==> src/rtl/debounce_bank.sv <==
// Multi-channel push-button conditioner: synchroniser, debounce window, edge pulses
// and an optional per-channel auto-repeat engine. All outputs are registered.
module debounce_bank #(
  parameter int CHANNELS      = 4,
  parameter int SYNC_STAGES   = 2,
  parameter int DELAY         = 8,
  parameter int CNT_WIDTH     = 4,
  parameter int REPEAT_EN     = 1,
  parameter int REPEAT_FIRST  = 20,
  parameter int REPEAT_PERIOD = 5,
  parameter int RPT_WIDTH     = 8
) (
  input  logic                clk,
  input  logic                rst,
  input  logic [CHANNELS-1:0] data,
  output logic [CHANNELS-1:0] level,
  output logic [CHANNELS-1:0] rise,
  output logic [CHANNELS-1:0] fall,
  output logic [CHANNELS-1:0] press,
  output logic                any_press
);

  localparam logic [CNT_WIDTH-1:0] CNT_MAX    = CNT_WIDTH'(DELAY - 1);
  localparam logic [RPT_WIDTH-1:0] FIRST_MAX  = RPT_WIDTH'(REPEAT_FIRST - 1);
  localparam logic [RPT_WIDTH-1:0] PERIOD_MAX = RPT_WIDTH'(REPEAT_PERIOD - 1);

  localparam logic [1:0] ST_IDLE   = 2'd0;
  localparam logic [1:0] ST_HELD   = 2'd1;
  localparam logic [1:0] ST_REPEAT = 2'd2;

  // Next-cycle debounced transitions and press, shared by the channel regs and any_press.
  logic [CHANNELS-1:0] lvl_up;
  logic [CHANNELS-1:0] lvl_dn;
  logic [CHANNELS-1:0] press_d;

  genvar i;
  generate
    for (i = 0; i < CHANNELS; i++) begin : g_ch
      logic [SYNC_STAGES-1:0] sync_q;
      logic [CNT_WIDTH-1:0]   cnt;
      logic                   level_q;
      logic                   rise_q;
      logic                   fall_q;
      logic                   press_q;
      logic                   s;
      logic                   settle;

      assign s         = sync_q[SYNC_STAGES-1];
      assign settle    = (s != level_q) && (cnt == CNT_MAX);
      assign lvl_up[i] = settle & s;
      assign lvl_dn[i] = settle & ~s;

      always_ff @(posedge clk) begin
        if (rst) begin
          sync_q  <= '0;
          cnt     <= '0;
          level_q <= 1'b0;
          rise_q  <= 1'b0;
          fall_q  <= 1'b0;
          press_q <= 1'b0;
        end else begin
          sync_q  <= {sync_q[SYNC_STAGES-2:0], data[i]};
          rise_q  <= lvl_up[i];
          fall_q  <= lvl_dn[i];
          press_q <= press_d[i];
          // A single agreeing sample restarts the stability window.
          if (s == level_q) begin
            cnt <= '0;
          end else if (cnt == CNT_MAX) begin
            level_q <= s;
            cnt     <= '0;
          end else begin
            cnt <= cnt + CNT_WIDTH'(1);
          end
        end
      end

      assign level[i] = level_q;
      assign rise[i]  = rise_q;
      assign fall[i]  = fall_q;
      assign press[i] = press_q;

      if (REPEAT_EN != 0) begin : g_rpt
        logic [1:0]           state;
        logic [RPT_WIDTH-1:0] rcnt;
        logic                 rpt_fire;

        always_comb begin
          rpt_fire = 1'b0;
          case (state)
            ST_HELD:   rpt_fire = (rcnt == FIRST_MAX);
            ST_REPEAT: rpt_fire = (rcnt == PERIOD_MAX);
            default:   rpt_fire = 1'b0;
          endcase
        end

        // A release in the same cycle suppresses a due repeat pulse.
        assign press_d[i] = lvl_up[i] | (rpt_fire & ~lvl_dn[i]);

        always_ff @(posedge clk) begin
          if (rst) begin
            state <= ST_IDLE;
            rcnt  <= '0;
          end else if (lvl_dn[i]) begin
            state <= ST_IDLE;
            rcnt  <= '0;
          end else if (lvl_up[i]) begin
            state <= ST_HELD;
            rcnt  <= '0;
          end else if (state != ST_IDLE) begin
            if (rpt_fire) begin
              state <= ST_REPEAT;
              rcnt  <= '0;
            end else begin
              rcnt <= rcnt + RPT_WIDTH'(1);
            end
          end
        end
      end else begin : g_norpt
        assign press_d[i] = lvl_up[i];
      end
    end
  endgenerate

  always_ff @(posedge clk) begin
    if (rst) any_press <= 1'b0;
    else     any_press <= |press_d;
  end

endmodule

==> config.mk <==
export PLATFORM = sky130hd
export DESIGN_NAME = debounce_bank
export DESIGN_NICKNAME = d
export VERILOG_FILES = /design/src/rtl/debounce_bank.sv
export SDC_FILE = /design/constraint.sdc
export NUM_CORES = 1
export LEC_CHECK = 0
export CAP_MARGIN = 0
export CORE_UTILIZATION = 54
export CTS_BUF_LIST = sky130_fd_sc_hd__clkbuf_16
export CTS_CLUSTER_DIAMETER = 120
export DETAILED_ROUTE_END_ITERATION = 6
export PLACE_DENSITY = 0.72
export SETUP_SLACK_MARGIN = 0.4
export SLEW_MARGIN = 0
export SYNTH_ARGS = -nofsm -noshare
export SYNTH_HDL_FRONTEND = slang
export SYNTH_SLANG_ARGS = --single-unit
==> constraint.sdc <==
create_clock -name clk -period 2.2 [get_ports clk]
set_input_delay 0.44 -clock clk [delete_from_list [all_inputs] [get_ports clk]]
set_output_delay 0.44 -clock clk [all_outputs]
set_load 0.02 [all_outputs]
# [Word level (Yosys, flattened, before mapping)]
# Cells that the tools add are included.
[totals] reg_bits=81 inputBits=6 elab_cells=162 output_inout_bits=17
[op_classes] addsub=8 n_reduce_logical=41 muxes=20 n_eq_ne=28 bitwise=28
[op_table] op="8-bit by 1-bit adder with 8-bit output, second input constant" n=4
[op_table] op="8-bit by 3-bit == test with 1-bit output, second input constant" n=4
[op_table] op="8-bit by 5-bit == test with 1-bit output, second input constant" n=4
[op_table] op="8-bit two-way mux" n=4
[op_table] op="2-bit AND reduction" n=12
[op_table] op="2-bit nonzero test" n=12
[op_table] op="3-bit OR reduction" n=8
[op_table] op="4-bit by 1-bit adder with 4-bit output, second input constant" n=4
[op_table] op="4-bit by 3-bit == test with 1-bit output, second input constant" n=4
[op_table] op="1-bit AND" n=12
[op_table] op="1-bit two-way mux" n=12
[op_table] op="1-bit inverter" n=12
[op_table] op="2-bit by 1-bit == test with 1-bit output, second input constant" n=4
[op_table] op="2-bit == test, second input constant" n=4
[op_table] op="1-bit one-hot mux with 2 select lines" n=4
[op_table] op="2-bit OR reduction" n=4
[op_table] op="1-bit == test" n=4
[op_table] op="1-bit logical AND" n=4
[op_table] op="1-bit inequality test" n=4
[op_table] op="1-bit OR" n=4
[op_table] op="4-bit OR reduction" n=1

# [Depth between registers and ports, before layout]
# Gate-level depths: netlist of the first run.
[logic_depth] ltp_word=7 depth_mapped=7 depth_no_buf=7

# [Least setup slack after synthesis of the first run]
# No wires, ideal clock.
[synth_path] path_type="reg2reg" startpoint="register g_ch[2].g_rpt.state[0]" endpoint="register g_ch[2].g_rpt.state[0]" path_stages_with_launch=7 setup_ps=129 arrival_ps=1682 required_time_ps=2071 n_path_buf=0 path_slack_ps=389 synth_period_minus_slack_ps=1811 cell_sequence="dfxtp_1 > inv_1 > ha_1 > or4b_4 > a211o_4 > a21oi_2 > o31ai_1"
[synth_via] elab_chain_cells=4 elab_cells_between_ends=7 cone_classes="2 x eq/ne; 1 x mux; 4 x reduce/logical"
[synth_rtl] element="from (decl)" line_no="84" text="logic [1:0] state;"
[synth_rtl] element="from (signal assigned)" line_no="102" text="state <= ST_IDLE;"
[synth_rtl] element="from (signal assigned)" line_no="105" text="state <= ST_IDLE;"
[synth_rtl] element="from (signal assigned)" line_no="108" text="state <= ST_HELD;"
[synth_rtl] element="2-bit == test / 2-bit by 1-bit == test with 1-bit output (equally long branches)" line_no="90" text="case (state)"
[synth_rtl] element="1-bit one-hot mux with 2 select lines" line_no="90"
[synth_rtl] element="2-bit nonzero test (no source line)"
[synth_rtl] element="2-bit AND reduction (no source line) *"
# Mark *: on every way between the ends. The rest lies on a longest branch, timed or not.
# A chain may end at the register's enable or synchronous reset.

# [Final worst setup path of the first run]
# Same ends and word-level chain as after synthesis.

==> results of run 1 <==
[power by group through the flow]
| stage | Sequential, mW | Combinational, mW | Clock (mW) |
|---|---|---|---|
| 6_report | 1.55 | 0.199 | 1.27 |
| 5_1_grt | 1.55 | 0.229 | 1.37 |
| 4_1_cts | 1.54 | 0.187 | 1.30 |
| 3_5_place_dp | 1.57 | 0.184 | 0 |
| 3_3_place_gp | 1.57 | 0.179 | 0 |
| 2_1_floorplan | 1.57 | 0.144 | 0 |
[cell usage after synthesis, types with 2 or more instances]
cell type,count
nor2_1,73
a21boi_0,4
inv_1,15
a211o_1,2
nand2_1,19
and4_1,2
a21oi_1,10
mux2i_1,4
nor4_1,7
dfxtp_1,81
and2_1,6
clkbuf_1,5
nor3_1,4
a211oi_1,3
nand3b_1,5
buf_4,16
nor4b_1,5
and3_1,3
ha_1,16
xnor2_1,17
nor2b_1,16
or3_1,4
o31ai_1,3
o22ai_1,4
xor2_1,22
nand4b_1,5
nand3_1,19
[metal layers]
| metal | GRT usage | vias to the layer above | wire length, um |
|---|---|---|---|
| met1 | 0.229 | 1180 | 2790 |
| met5 | 0 | - | 0 |
| met2 | 0.311 | 37 | 2690 |
| met4 | 0.0846 | 0 | 114 |
| met3 | 0.0477 | 10 | 168 |
| li1 | - | 1322 | - |
[logic make-up (layout without fill, tap and decap cells)]
kind of cell | Yosys count | count (layout) | synth area share
adders and majority gates | 16 | 16 | 0.0566
xor gates and xnor gates | 39 | 39 | 0.0966
DFF | 81 | 81 | 0.459
buffers and inverters | 36 | 55 | 0.0552
and+or+nand+nor | 175 | 175 | 0.252
AOI/OAI and AO/OA | 35 | 35 | 0.0701
muxes | 4 | 4 | 0.0113
[worst paths after layout]
kind                                             start                     end  slack (ns)  cells past startpoint
worst min-delay path                 g_ch[2].sync_q[0]       g_ch[2].sync_q[1]        0.44                      1
worst max register to register  g_ch[2].g_rpt.state[0]  g_ch[2].g_rpt.state[0]        0.45                      6
worst min register to register       g_ch[2].sync_q[0]       g_ch[2].sync_q[1]        0.44                      1
worst max-delay path            g_ch[2].g_rpt.state[0]  g_ch[2].g_rpt.state[0]        0.45                      6
[stage by stage]
step / power, mW / hold WS [ns] / instances
after detailed placement: 1.76 / 0.433 / 465
after global placement: 1.75 / 0.420 / 465
final: 3.01 / 0.441 / 482
after floorplan: 1.71 / 0.414 / 386
after CTS: 3.03 / 0.446 / 480
after global routing: 3.16 / 0.456 / 482
[area by class of cell]
class,instances,area share
repair buffers,25,0.0619
well taps,77,0.0238
flip-flops and latches,81,0.402
clock buffers,9,0.0557
inverters,15,0.0139
clock inverters,6,0.00712
multi-input cells,269,0.435
[timing repair]
item | in CTS | in global routing
endpoints found under the setup margin | 13 | 20
buffers inserted | 0 | 2
pin swaps | 0 | 5
gates resized for setup | 5 | 11
[state kept, by name (all words and copies together), names as in the netlist]
signal	flops
g_ch.fall_q	4
g_ch.rise_q	4
g_ch.sync_q	8
g_ch.cnt	16
g_ch.g_rpt.state	8
g_ch.g_rpt.rcnt	32
g_ch.press_q	4
g_ch.level_q	4
any_press	1
==> out/results.txt, run 1 <==
status - complete, no violations
Multi-input gate area - 1760 sq um
Post-DP HPWL - 3920 um
part of the power in registers - 0.513
RSZ-0062 raised after global routing - no
final number of setup-violating endpoints - 0
crit path kind - flip-flop to flip-flop
pre-CTS setup slack - 0.316 ns
vias in the first global route - 2477
worst-margin pin slew - 0.387 ns
maximum VDD drop - 0.473 mV
register area - 1630 sq um
vias - 2549
die height - 82.9 um
Leak - 1.52 nW
Async SR Flop Fraction - 0
Internal - 2.34 mW
crit path launch type - flip-flop
Core ar. - 6350 sq um
Setup WS post-layout - 0.451 ns
die width - 82.9 um
htree depth - 3
Mean Syn Cell Area - 9.16 sq um
share of the synthesized area in the top cell type - 0.459
vias per cell - 5.29
Final min period - 1.75 ns
P_sw - 0.674 mW
Core Util, Final - 0.637
Yosys warnings - 0
Switching Share - 0.224
clock sinks - 81
clock buffer count from CTS - 9
Placer Congestion - 0.813
Final Cycle Share - 0.795
Routed WL - 5770 um
Post-DP Area - 3730 sq um
largest net degree at the start of global routing - 46
synthesized flop and latch total - 81
share of cells above drive strength 1 - 0.0691
antenna-violating nets left - 0
all-layer global routing usage - 0.188
num rows - 29
mapped cell area - 3540 sq um
first-pass GRT wire length - 10600 um
diode count - 0
Clock Skews - 0.00492 ns
top_reg_cell synth - dfxtp_1
crit-path max cell delay - 0.50 ns
register area share after synthesis - 0.459
grt ovf - 0
worst path required time - 2.41 ns
Max-cap violations - 0
Iter 0 DRT Violations - 72
drt wl/cell - 12.0 um
final instance area - 4040 sq um
Post-synth EDFFs - 0
clk slew on worst S/H paths - 0.05 ns
Clk pwr share - 0.421
Worst Path Buf+Inv - 1
top area cells in the synthesized netlist - dfxtp_1 (46%), nor2_1 (7.7%), ha_1 (5.7%)
commonest non-fill, non-tap cell in the layout - dfxtp_1
largest fanout on the critical path - 4
hold crit path type - flip-flop to flip-flop
Slew headroom - 0.739
final hold vios - 0
Max Clock Freq - 572 MHz
critical path capture point type - flip-flop
Port Buf Inserts - 22
total I/O pin count - 23
Max stage delay cell, worst path - or4b_4
synthesized instance count - 386
CTS tree - built
clock buffer depth - 2
Layout fillers - 521
cell area power density - 745 nW/um^2
commonest non-fill, non-tap cells in the layout - dfxtp_1 (77), nor2_1 (73), xor2_1 (22), nand3_1 (19)
Layout Nets - 423
Logic pwr share - 0.066
Area growth syn-to-layout - 14.4%
dominant cell type by area after synthesis - dfxtp_1
Worst-Skew Late Latency - 0.33 ns
full die area - 6880 sq um
max-slew violations - 0
initial antenna violation count - 0
Root Driver - clkbuf_16
Starting Density - 0.557
Hold Buf Count CTS - 0
final setup TNS - 0 ns
delay-heaviest family, CP - compound AO/OA/AOI/OAI gates
Critical Path AT - 1.96 ns
critical-path cell list - inv_2, ha_4, or4b_4, a211o_4, a21oi_4, o31ai_2
first-pass iteration count of the detailed router - 4
Netlist cell types - 43
syn nets - 408
DRC violation count after routing - 0
Note: power is estimated with default switching activity, not from simulation.
==> run 2: changes to the inputs <==
--- a/config.mk
+++ b/config.mk
@@ -6,11 +6,11 @@
 export NUM_CORES = 1
 export LEC_CHECK = 0
 export CAP_MARGIN = 0
-export CORE_UTILIZATION = 54
+export CORE_UTILIZATION = 53
 export CTS_BUF_LIST = sky130_fd_sc_hd__clkbuf_16
 export CTS_CLUSTER_DIAMETER = 120
 export DETAILED_ROUTE_END_ITERATION = 6
-export PLACE_DENSITY = 0.72
+export PLACE_DENSITY = 0.73
 export SETUP_SLACK_MARGIN = 0.4
 export SLEW_MARGIN = 0
 export SYNTH_ARGS = -nofsm -noshare
==> constraint.sdc (replaced) <==
create_clock -name clk -period 1.6 [get_ports clk]
set_input_delay 0.32 -clock clk [delete_from_list [all_inputs] [get_ports clk]]
set_output_delay 0.32 -clock clk [all_outputs]
set_load 0.02 [all_outputs]
==> run 2 against run 1 <==
Net effect: the run now ends with negative setup slack left; via count rose by 10%; clock skew rose by 0.00056 ns; cell count rose by 8.9%; final area rose by 20%; maximum frequency rose by 0.94%; non-clock buffer count rose by 42; sequential share of layout area fell by 6.2 points; largest power group unchanged.
==> out/results.txt, run 2 (synthesized netlist as in run 1, its figures left out) <==
first-pass iteration count of the detailed router - 6 (+2)
die height - 83.7 um (+0.92%)
first-pass GRT wire length - 11400 um (+7.4%)
clock sinks - 81 (unchanged)
vias - 2811 (+10%)
final setup TNS - -0.844 ns (-0.844 ns)
maximum VDD drop - 0.787 mV (+66%)
crit path kind - flip-flop to flip-flop
largest net degree at the start of global routing - 30 (-35%)
largest fanout on the critical path - 4 (unchanged)
all-layer global routing usage - 0.202 (+0.0142)
clock buffer depth - 2 (unchanged)
clk slew on worst S/H paths - 0.05 ns (about the same)
full die area - 7000 sq um (+1.8%)
Routed WL - 7720 um (+34%)
Post-DP HPWL - 4400 um (+12%)
Port Buf Inserts - 22 (unchanged)
crit path launch type - flip-flop
Leak - 1.80 nW (+18%)
hold crit path type - flip-flop to flip-flop
crit-path max cell delay - 0.50 ns (about the same)
delay-heaviest family, CP - compound AO/OA/AOI/OAI gates
worst-margin pin slew - 0.393 ns (+0.00530 ns)
share of cells above drive strength 1 - 0.395 (+0.326)
Final min period - 1.73 ns (-0.0164 ns)
post-placement cell count - 487 (+4.7%)
Placer Congestion - 0.869 (+7.0%)
commonest non-fill, non-tap cells in the layout - dfxtp_1 (64), nor2_1 (54), buf_4 (41), xor2_1 (19), xnor2_1 (17)
Largest register FFs - 32 (unchanged)
htree depth - 3 (unchanged)
worst path required time - 1.81 ns (-0.60 ns)
grt peak-use layer - met2
total power - 4.34 mW (+44%)
vias per cell - 5.35 (+1.2%)
DRC violation count after routing - 0 (unchanged)
Layout Nets - 465 (+9.9%)
Worst-Skew Late Latency - 0.33 ns (about the same)
non-filler cells, final - 525 (+8.9%)
final number of setup-violating endpoints - 10 (+10)
Core ar. - 6390 sq um (+0.57%)
Setup WS post-layout - -0.133 ns (-0.584 ns)
grt ovf - 0 (unchanged)
top flop regs - g_ch.g_rpt.rcnt x32, g_ch.cnt x16
Clock Skews - 0.00548 ns (+0.000564 ns)
Slew headroom - 0.737 (-0.00212)
GR Layer Usage met2 - 0.353 (+0.0411)
final hold vios - 0 (unchanged)
max-slew violations - 0 (unchanged)
Max Clock Freq - 577 MHz (+0.94%)
Max-cap violations - 0 (unchanged)
Max stage delay cell, worst path - or4b_4
drt wl/cell - 14.7 um (+23%)
RSZ-0062 raised after global routing - yes
commonest non-fill, non-tap cell in the layout - dfxtp_1
Worst Path Buf+Inv - 1 (unchanged)
CTS tree - built
Post-DP Area - 4050 sq um (+8.4%)
Final Cycle Share - 1.08 (+0.288)
routing usage on met1 - 0.236 (+0.00657)
Area growth syn-to-layout - 36.9%
CP Launch Point - g_ch[2].g_rpt.state[0]
Biggest register - g_ch.g_rpt.rcnt
register area - 1650 sq um (+1.3%)
antenna-violating nets left - 0 (unchanged)
critical path capture point type - flip-flop
pre-CTS setup slack - -0.104 ns (-0.421 ns)
die width - 83.7 um (+0.92%)
failing checks - negative setup slack
clock buffer count from CTS - 9 (unchanged)
vias in the first global route - 2645 (+6.8%)
final instance area - 4840 sq um (+20%)
critical-path cell list - inv_2, ha_4, or4b_4, a211o_4, a21oi_4, o31ai_1
initial antenna violation count - 0 (unchanged)
diode count - 0 (unchanged)
M3 GR Usage - 0.0663 (+0.0186)
Root Driver - clkbuf_16
Layout fillers - 456 (-12%)
Iter 0 DRT Violations - 98 (+36%)
Multi-input gate area - 2260 sq um (+28%)
Critical Path AT - 1.94 ns (-0.02 ns)
Hold Crit Start - g_ch[3].cnt[0]
Reg2Reg Launch Point - g_ch[2].g_rpt.state[0]
total I/O pin count - 23 (unchanged)
Starting Density - 0.554 (-0.00316)
num rows - 29 (unchanged)
cell area power density - 896 nW/um^2 (+20%)
status - complete, but fails checks
==> run 2: cell types whose count changed in the layout (fill, tap and decap cells not counted), sizes merged <==
cell | previous run | this run
buf | 3 | 61
clkdlybuf4s50 | 18 | 4
dlygate4sd2 | 4 | 0
clkbuf | 9 | 10
clkinv | 4 | 3
clkinvlp | 0 | 1
dlymetal6s2s | 0 | 1
inv | 17 | 18
==> run 2: timing repair <==
| action | CTS | global route |
|---|---|---|
| hold buffers | 0 | 0 |
| gates resized for setup | 95 | 74 |
| pin swaps | 15 | 24 |
| setup endpoints to repair | 73 | 67 |
| cloned | 0 | 1 |
| buffers inserted | 14 | 7 |
==> run 2: power by group <==
| part | internal, mW | switching [mW] | total [mW] |
|---|---|---|---|
| registers | 2.07 | 0.0458 | 2.12 |
| clock network | 1.02 | 0.737 | 1.76 |
| logic | 0.235 | 0.230 | 0.465 |
==> run 2: through the flow <==
stage                     utilization  hold WS (ns)
after floorplan                     -         0.414
after global placement          0.634         0.425
after detailed placement        0.634         0.433
after CTS                       0.697         0.443
after global routing            0.758         0.449
final                           0.758         0.438
==> run 2: worst register-to-register path: stages (launching register included) <==
cell and delay (ns):
dfxtp_2 0.33, inv_2 0.05, ha_4 0.15, or4b_4 0.50
a211o_4 0.38, a21oi_4 0.13, o31ai_1 0.08
==> run 2: final timing paths <==
| check | end | slack [ns] | cells past startpoint |
|---|---|---|---|
| max | g_ch[2].g_rpt.state[0] | -0.13 | 6 |
| min | g_ch[3].cnt[0] | 0.44 | 1 |
| min reg2reg | g_ch[3].cnt[0] | 0.44 | 1 |
| max reg2reg | g_ch[2].g_rpt.state[0] | -0.13 | 6 |
==> run 2: layout make-up <==
type,instances,share of cell area
clock inverter,7,0.00646
multi-input combinational,269,0.467
inverter,15,0.0127
timing repair buffer,67,0.107
sequential,81,0.340
tap,77,0.0199
clock buffer,9,0.0465
==> run 2: routing by layer <==
layer / vias up / part of all wire
li1: 1406 / -
met1: 1331 / 0.43
met2: 54 / 0.51
met3: 20 / 0.034
met4: 0 / 0.025
met5: - / 0
